--- config.mk ---
export PLATFORM = sky130hd
export DESIGN_NAME = vc_weighted_lock_rr_arb
export DESIGN_NICKNAME = d
export VERILOG_FILES = /design/src/rtl/vc_weighted_lock_rr_arb_pkg.sv /design/src/rtl/vc_weighted_lock_rr_arb_chain.sv /design/src/rtl/vc_weighted_lock_rr_arb.sv
export SDC_FILE = /design/constraint.sdc
export NUM_CORES = 1
export LEC_CHECK = 0
export CAP_MARGIN = 20
export CORE_AREA = 2 2 50 52
export DETAILED_ROUTE_END_ITERATION = 16
export DIE_AREA = 0 0 52 54
export GPL_TIMING_DRIVEN = 0
export PLACE_DENSITY = 0.77
export SKIP_CTS_REPAIR_TIMING = 1
export SLEW_MARGIN = 20
export SYNTH_ARGS = -nofsm -noshare
export SYNTH_HDL_FRONTEND = slang
export SYNTH_SLANG_ARGS = --single-unit
--- constraint.sdc ---
create_clock -name clk -period 5.1 [get_ports clk]
set_input_delay 1.02 -clock clk [delete_from_list [all_inputs] [get_ports clk]]
set_output_delay 1.02 -clock clk [all_outputs]
set_load 0.02 [all_outputs]
--- src/rtl/vc_weighted_lock_rr_arb_pkg.sv ---
// Shared types for the weighted lock round-robin arbiter.
// Classifies what a consumed beat does to the priority/burst state.
package vc_weighted_lock_rr_arb_pkg;

  typedef enum logic [1:0] {
    BEAT_NONE,    // no consume event, state holds
    BEAT_LOCK,    // owner keeps the grant, burst count untouched
    BEAT_HOLD,    // burst continues, owner keeps priority
    BEAT_ROTATE   // burst exhausted, priority moves to the next index
  } beat_e;

endpackage

--- src/rtl/vc_weighted_lock_rr_arb_chain.sv ---
// Variable-priority arbiter chain: first requester at or above the one-hot prio, with wrap.
// Purely combinational, zero latency; no backpressure of its own.
module vc_weighted_lock_rr_arb_chain #(
  parameter int p_num_reqs = 4
) (
  input  logic [p_num_reqs-1:0] prio,
  input  logic [p_num_reqs-1:0] reqs,
  output logic [p_num_reqs-1:0] grants
);

  // Walk the vector twice so the search starting at prio can wrap past the top index.
  always_comb begin
    logic active;
    logic done;
    grants = '0;
    active = 1'b0;
    done   = 1'b0;
    for (int k = 0; k < 2 * p_num_reqs; k++) begin
      if (prio[k % p_num_reqs]) active = 1'b1;
      if (active && !done && reqs[k % p_num_reqs]) begin
        grants[k % p_num_reqs] = 1'b1;
        done = 1'b1;
      end
    end
  end

endmodule

--- src/rtl/vc_weighted_lock_rr_arb.sv ---
// Weighted round-robin arbiter with packet lock; grants are combinational (zero latency).
// State advances only when a grant is consumed (en); with en low everything holds.
module vc_weighted_lock_rr_arb
  import vc_weighted_lock_rr_arb_pkg::*;
#(
  parameter int                    p_num_reqs             = 4,
  parameter int                    p_weight_nbits         = 3,
  parameter logic [p_num_reqs-1:0] p_priority_reset_value = p_num_reqs'(1)
) (
  input  logic                                   clk,
  input  logic                                   reset,
  input  logic [p_num_reqs-1:0]                  reqs,
  input  logic [p_num_reqs-1:0]                  locks,
  input  logic [p_num_reqs*p_weight_nbits-1:0]   weights,
  input  logic                                   en,
  output logic [p_num_reqs-1:0]                  grants,
  output logic [$clog2(p_num_reqs)-1:0]          grant_idx,
  output logic                                   locked
);

  localparam int c_idx_nbits = $clog2(p_num_reqs);
  localparam int W           = p_weight_nbits;

  logic [p_num_reqs-1:0] prio;
  logic [W-1:0]          cnt;
  logic [p_num_reqs-1:0] arb_grants;
  logic [p_num_reqs-1:0] rot_grants;
  logic [W-1:0]          g_weight;
  logic [W-1:0]          wmax;
  logic [W:0]            n;
  logic                  consume;
  beat_e                 beat;

  vc_weighted_lock_rr_arb_chain #(.p_num_reqs(p_num_reqs)) u_chain (
    .prio   (prio),
    .reqs   (reqs),
    .grants (arb_grants)
  );

  // While locked, only the owner can be granted; everyone else waits even if it drops req.
  always_comb begin
    grants = '0;
    if (!reset) grants = locked ? (prio & reqs) : arb_grants;
  end

  always_comb begin
    grant_idx = '0;
    g_weight  = '0;
    for (int i = 0; i < p_num_reqs; i++) begin
      if (grants[i]) begin
        grant_idx = c_idx_nbits'(i);
        g_weight  = weights[i*W +: W];
      end
    end
  end

  assign consume    = (|grants) && en;
  assign rot_grants = {grants[p_num_reqs-2:0], grants[p_num_reqs-1]};
  assign wmax       = (g_weight == '0) ? W'(1) : g_weight;
  // A burst only continues if the winner already held priority with beats in flight.
  assign n          = ((|(prio & grants)) && (cnt != '0)) ? ({1'b0, cnt} + (W+1)'(1)) : (W+1)'(1);

  always_comb begin
    beat = BEAT_NONE;
    if (consume) begin
      if (|(locks & grants))     beat = BEAT_LOCK;
      else if (n >= {1'b0, wmax}) beat = BEAT_ROTATE;
      else                       beat = BEAT_HOLD;
    end
  end

  always_ff @(posedge clk) begin
    if (reset) begin
      prio   <= p_priority_reset_value;
      cnt    <= '0;
      locked <= 1'b0;
    end else begin
      case (beat)
        BEAT_LOCK: begin
          prio   <= grants;
          locked <= 1'b1;
        end
        BEAT_HOLD: begin
          prio   <= grants;
          cnt    <= n[W-1:0];
          locked <= 1'b0;
        end
        BEAT_ROTATE: begin
          prio   <= rot_grants;
          cnt    <= '0;
          locked <= 1'b0;
        end
        default: ;
      endcase
    end
  end

  a_grants_onehot0: assert property (@(posedge clk) disable iff (reset) $onehot0(grants));
  a_grants_subset:  assert property (@(posedge clk) disable iff (reset) (grants & ~reqs) == '0);
  a_locked_prio:    assert property (@(posedge clk) disable iff (reset) locked |-> $onehot(prio));

endmodule
==> run summary, run 1 <==
Status: finished, final reports clean
Main synth FF type: dfxtp_1
DP Worst Slack: 0.0714 ns
Via count of the first global-routing pass: 1055
Warnings, synthesis: 0
R2R cell count: 16
Setup-failing EPs final: 0
Chip width: 52 µm
Final period demand of the worst path: 4.75 ns
Critical-path cell list: clkdlybuf4s50_1 > nand2b_1 > a2111oi_2 > o21ai_0 > clkinv_1 > o21ai_0 > o221ai_1 > nand2_1 > o311ai_0 > ha_1 > nand2b_1 > a21o_1 > a21oi_1 > o21a_1 > o21ai_0 > a311oi_1
Worst-Margin Slew: 0.450 ns
Total power draw: 0.369 mW
FP Rows: 18
Die area: 2810 µm²
PortBufs: 29
M3 GR Usage: 2.50%
Tot GR Track Use: 21.7%
CP startpoint kind: input port
Most frequent cells in the layout: clkdlybuf4s50_1, o21ai_0, nand2_1, nor2_1, dfxtp_1
Maxcap violations: 0
Setup TNS: 0 ns
HP Class: register to register
# diodes: 0
Tcrit/Tclk final: 93.2%
Post-synth EDFFs: 0
Area of the multi-input gates: 796 µm²
DRT Wirelength: 2730 µm
Mapped Nets: 155
RSZ-0062 raised after global routing: false
Hold Crit Start: cnt[2]$_SDFFE_PP0N_
Slew Limit Fails: 0
Reg area: 160 µm²
Via density: 6.17
Vias: 1167
Worst Path Arrival: 4.92 ns
Met1 usage: 26.2%
Final Util: 58.8%
Drt first pass iters: 4
Fraction of layout cells with a size suffix above 1: 12.6%
Worst Path Max Fanout: 10
Per-cell routed wire length: 14.4 µm
Reg-to-Reg End: prio[2]$_SDFFE_PP0P_
CTS Buffer Depth: 2
Post-route ant nets: 0
Slowest-stage cell, CP: clkdlybuf4s50_1
Hold depth: 2
Met2 usage: 40.3%
TritonCTS Buffers: 3
R2R Setup Slk: 1.26 ns
Worst relative slew slack: 69.8%
Yosys cell types: 51
Final Hold Fails: 0
Syn_area_per_cell: 7.99 µm²
CTS sink cnt: 8
Drt first-iter violations: 44
Largest delay contributor family on the critical path: compound AO/OA/AOI/OAI gates
Most common cell after layout, fill and taps aside: clkdlybuf4s50_1
First-pass GRT wire length: 4630 µm
Max incr delay on CP: 0.54 ns
Initial core utilization: 43.7%
Gpl congestion: 0.837
WS Path Type: input port to register
WP data required: 5.27 ns
Critical Path End Type: register
Largest net degree at the start of global routing: 11
Setup Skew: 0.00234 ns
Nets@finish: 189
Cell area after synthesis: 1010 µm²
Clock latency on the worst-skew pair: 0.26 ns
I/O pin count: 30
R2R Path Start: prio[0]$_SDFFE_PP1P_
Leakage: 0.439 nW
Buf+Inv Stages, Crit Path: 2
#FFs+latches synth: 8
Peak VDD IR: 0.145 mV
Gr ovfl total: 0
CTS tree: yes
Seq/Total Area, Yosys: 15.8%
Layout area overhead: 34.5%
Synthesized instance count: 127
DIE HEIGHT: 54 µm
Detail Placement HPWL: 2140 µm
Clk pin slew, worst setup/hold paths: 0.06 ns
F_max: 0.210 GHz
Clock root buffer: clkbuf_4
Grt peak-use layer: met2
Fillers: 207
Post-synth ARST share: 0%
Critical path's most frequent cell: o21ai_0
Htree depth: 1
Setup WS post-layout: 0.346 ns
Sink of the worst hold path: cnt[2]$_SDFFE_PP0N_
Pwr Density: 271 nW/µm²
Core box area: 2320 µm²
Initial antenna violation count: 0
WP depth: 16
Remaining DRCs: 0
## synth_stat cells, types with 3 or more instances
library cell	number	area share (%)
a21oi_1	5	2.5
a311oi_1	3	2.6
dfxtp_1	8	16
ha_1	5	6.2
inv_1	6	2.2
nand2_1	8	3.0
nand2b_1	5	3.1
nand4_1	3	1.8
nor2_1	8	3.0
nor3_1	3	1.5
o211ai_1	7	5.2
o21a_1	4	3.0
o21ai_0	11	5.4
o31ai_1	3	2.2
or2_2	4	2.5
## metal layers
| metal | vias to the layer above | share of wire (%) |
|---|---|---|
| li1 | 580 | - |
| met1 | 533 | 45 |
| met2 | 52 | 49 |
| met3 | 2 | 5.5 |
| met4 | 0 | 0.59 |
| met5 | - | 0 |
## worst reg2reg max path, stage by stage, from the launching register on
cell       delay (ns)
dfxtp_1          0.33
buf_6            0.14
o21a_1           0.23
a2111oi_2        0.48
o21ai_0          0.24
clkinv_1         0.25
o21ai_0          0.13
o221ai_1         0.27
nand2_1          0.09
o311ai_0         0.12
ha_1             0.30
nand2b_1         0.14
a21o_1           0.18
a21oi_1          0.25
o21a_1           0.24
o21ai_0          0.10
a311oi_1         0.27
## power by group
part | internal (mW) | switching, mW
combinational | 0.105 | 0.130
clock | 0.0270 | 0.0226
sequential | 0.0725 | 0.0121
## cell type report
| cell class | instances | area share [%] |
|---|---|---|
| Inverter | 8 | 2.38 |
| Clock buffer | 3 | 1.65 |
| Buffer | 3 | 1.92 |
| Tap cell | 30 | 2.75 |
| Sequential cell | 8 | 11.7 |
| Timing Repair Buffer | 29 | 21.3 |
| Multi-Input combinational cell | 108 | 58.3 |
## worst max path at each step
| stage | from | slack [ns] | endpoint |
|---|---|---|---|
| after floorplan | reqs[1] | 0.89 | prio[2]$_SDFFE_PP0P_ |
| after global placement | reqs[2] | 0.13 | prio[1]$_SDFFE_PP0P_ |
| after detailed placement | reqs[2] | 0.07 | prio[2]$_SDFFE_PP0P_ |
| after CTS | reqs[2] | 0.33 | prio[2]$_SDFFE_PP0P_ |
| after global routing | reqs[2] | 0.04 | prio[2]$_SDFFE_PP0P_ |
| final | reqs[2] | 0.35 | prio[2]$_SDFFE_PP0P_ |
## through the flow
step           std cells  instance area [µm²]  hold slack, ns
6_report             189                 1370           0.543
5_1_grt              189                 1370           0.570
4_1_cts              189                 1370           0.544
3_5_place_dp         186                 1340           0.540
3_3_place_gp         186                 1340           0.518
2_1_floorplan        127                 1010           0.494
## sequential cells by signal (all words and copies together) (netlist names)
register  flops
cnt           3
locked        1
prio          4
## kinds of logic after synthesis
family | Yosys count | synth area share [%]
AOI/OAI and AO/OA | 57 | 45.3
adders and majority gates | 5 | 6.17
buffers and inverters | 11 | 5.79
DFF | 8 | 15.8
and+or+nand+nor | 46 | 27.0
No activity file was read; power rests on OpenSTA's default activity.
==> run 2: changes to the inputs <==
CORE_AREA = 8 8 59 61   (was 2 2 50 52)
DIE_AREA = 0 0 67 69   (was 0 0 52 54)
PLACE_DENSITY = 0.72   (was 0.77)
clock period = 3.85 ns   (was 5.1 ns; I/O delays follow)
==> run 2 against run 1 <==
Setup slack worse by 0.16 ns; final area up 7.3%; core utilization is 2.8 points lower; clock skew rose by 0.0032 ns; via count rose by 0.26%; global-route usage decreased by 9.5 points; die area rose by 65%; power grew 42%; sequential share of layout area is 0.80 points lower; critical path type unchanged; critical endpoint is now prio[1]$_SDFFE_PP0P_; largest power group unchanged; highest routed layer unchanged.
==> run summary, run 2 (synthesized netlist as in run 1, its figures left out) <==
Final period demand of the worst path: 3.67 ns
Peak VDD IR: 0.192 mV
Vias: 1170
Leakage: 0.513 nW
Fraction of layout cells with a size suffix above 1: 21.5%
Worst Path Max Fanout: 10
Setup Skew: 0.00555 ns
Worst Path Arrival: 3.83 ns
Worst relative slew slack: 73.8%
Maxcap violations: 0
# diodes: 0
Clock latency on the worst-skew pair: 0.26 ns
DRT Wirelength: 2890 µm
Most frequent cells in the layout: clkdlybuf4s50_1, o21ai_0, nand2_1, dfxtp_1
Setup WS post-layout: 0.184 ns
Critical Path End Type: register
Drt first-iter violations: 41
Setup-failing EPs final: 0
Nets@finish: 193
F_max: 0.273 GHz
Clock root buffer: clkbuf_4
Biggest register: prio
HP Class: register to register
Die area: 4620 µm²
Max reg flops: 4
Largest net degree at the start of global routing: 11
PortBufs: 29
Layout area overhead: 44.4%
FP Rows: 19
Initial core utilization: 38.8%
Tot GR Track Use: 12.3%
Htree depth: 1
Via density: 6.03
Tcrit/Tclk final: 95.2%
Most common cell after layout, fill and taps aside: clkdlybuf4s50_1
Core box area: 2620 µm²
CP startpoint kind: input port
CTS tree: yes
TritonCTS Buffers: 3
Gr ovfl total: 0
DIE HEIGHT: 69 µm
WS Path Type: input port to register
Worst-Margin Slew: 0.393 ns
Post-route ant nets: 0
Via count of the first global-routing pass: 1093
Status: finished, final reports clean
CTS Buffer Depth: 2
Final Non-Filler Cells: 194
Clk pin slew, worst setup/hold paths: 0.05 ns
Largest registers: prio x4, cnt x3, locked x1
First-pass GRT wire length: 4750 µm
CTS sink cnt: 8
Drt first pass iters: 4
Detail Placement HPWL: 2320 µm
Slew Limit Fails: 0
RSZ-0062 raised after global routing: false
Chip width: 67 µm
Final Hold Fails: 0
Remaining DRCs: 0
Initial antenna violation count: 0
Per-cell routed wire length: 14.9 µm
I/O pin count: 30
WP data required: 4.01 ns
DP Worst Slack: -0.858 ns
Pwr Density: 357 nW/µm²
Gpl congestion: 0.890
Dpl cells: 187
## run 2: changes by cell type in the layout (fill, tap and decap cells not counted), moves of 2 or more
| cell | delta |
|---|---|
| a21oi_1 | -2 |
| a21oi_2 | +2 |
| buf_4 | +4 |
| clkdlybuf4s50_1 | -4 |
| dlymetal6s2s_1 | +4 |
| o21ai_0 | -2 |
| o221ai_1 | -2 |
| o221ai_2 | +2 |
## run 2: final cells by class
type                       instances  area, µm²
timing repair buffer              33        330
clock buffer                       3       22.5
buffer                             3       27.5
inverter                           8       32.5
tap                               31       38.8
multi-input combinational        108        853
sequential                         8        160
fill                             260       1150
## run 2: power by group
part,internal [mW],switching (mW)
combinational,0.161,0.184
clock,0.0357,0.0284
sequential,0.0961,0.0173
## run 2: per-stage QoR
| step | hold WS (ns) | instance area [µm²] | TNS, ns | util (%) | power [mW] |
|---|---|---|---|---|---|
| finish | 0.557 | 1470 | 0 | 56.0 | 0.523 |
| CTS | 0.561 | 1370 | -3.86 | 52.4 | 0.489 |
| floorplan | 0.494 | 1020 | 0 | - | 0.329 |
| global route | 0.588 | 1470 | 0 | 56.0 | 0.560 |
| detailed placement | 0.539 | 1350 | -5.55 | 51.5 | 0.425 |
| global placement | 0.520 | 1350 | -5.46 | 51.5 | 0.419 |
## run 2: final timing paths
check | start | end | slack [ns] | cells after the start
max | reset | prio[1]$_SDFFE_PP0P_ | 0.18 | 15
min | cnt[2]$_SDFFE_PP0N_ | cnt[2]$_SDFFE_PP0N_ | 0.56 | 2
max reg2reg | prio[1]$_SDFFE_PP0P_ | prio[1]$_SDFFE_PP0P_ | 0.36 | 16
min reg2reg | cnt[2]$_SDFFE_PP0N_ | cnt[2]$_SDFFE_PP0N_ | 0.56 | 2
## run 2: metal layers
| layer | vias to the layer above | share of wire (%) | GRT usage [%] |
|---|---|---|---|
| li1 | 580 | - | - |
| met1 | 554 | 43 | 14.0 |
| met2 | 31 | 49 | 20.3 |
| met3 | 5 | 6.7 | 4.04 |
| met4 | 0 | 1.5 | 4.42 |
| met5 | - | 0 | 0 |
## run 2: worst max-delay path, cell delays in order
cell	delay, ns
clkdlybuf4s50_1	0.46
buf_2	0.20
a21oi_1	0.13
inv_1	0.12
or4_1	0.50
o221ai_2	0.10
nand2_1	0.08
o311ai_1	0.09
ha_1	0.28
nand2b_1	0.14
a21o_1	0.18
a21oi_2	0.18
o21a_1	0.21
o21ai_0	0.10
a311oi_1	0.28
==> run 3: changes to the inputs <==
CTS_CLUSTER_SIZE = 25   (was unset)
==> results of run 3 <==
Same layout as run 2: the final DEF is identical, and so are final timing and power.
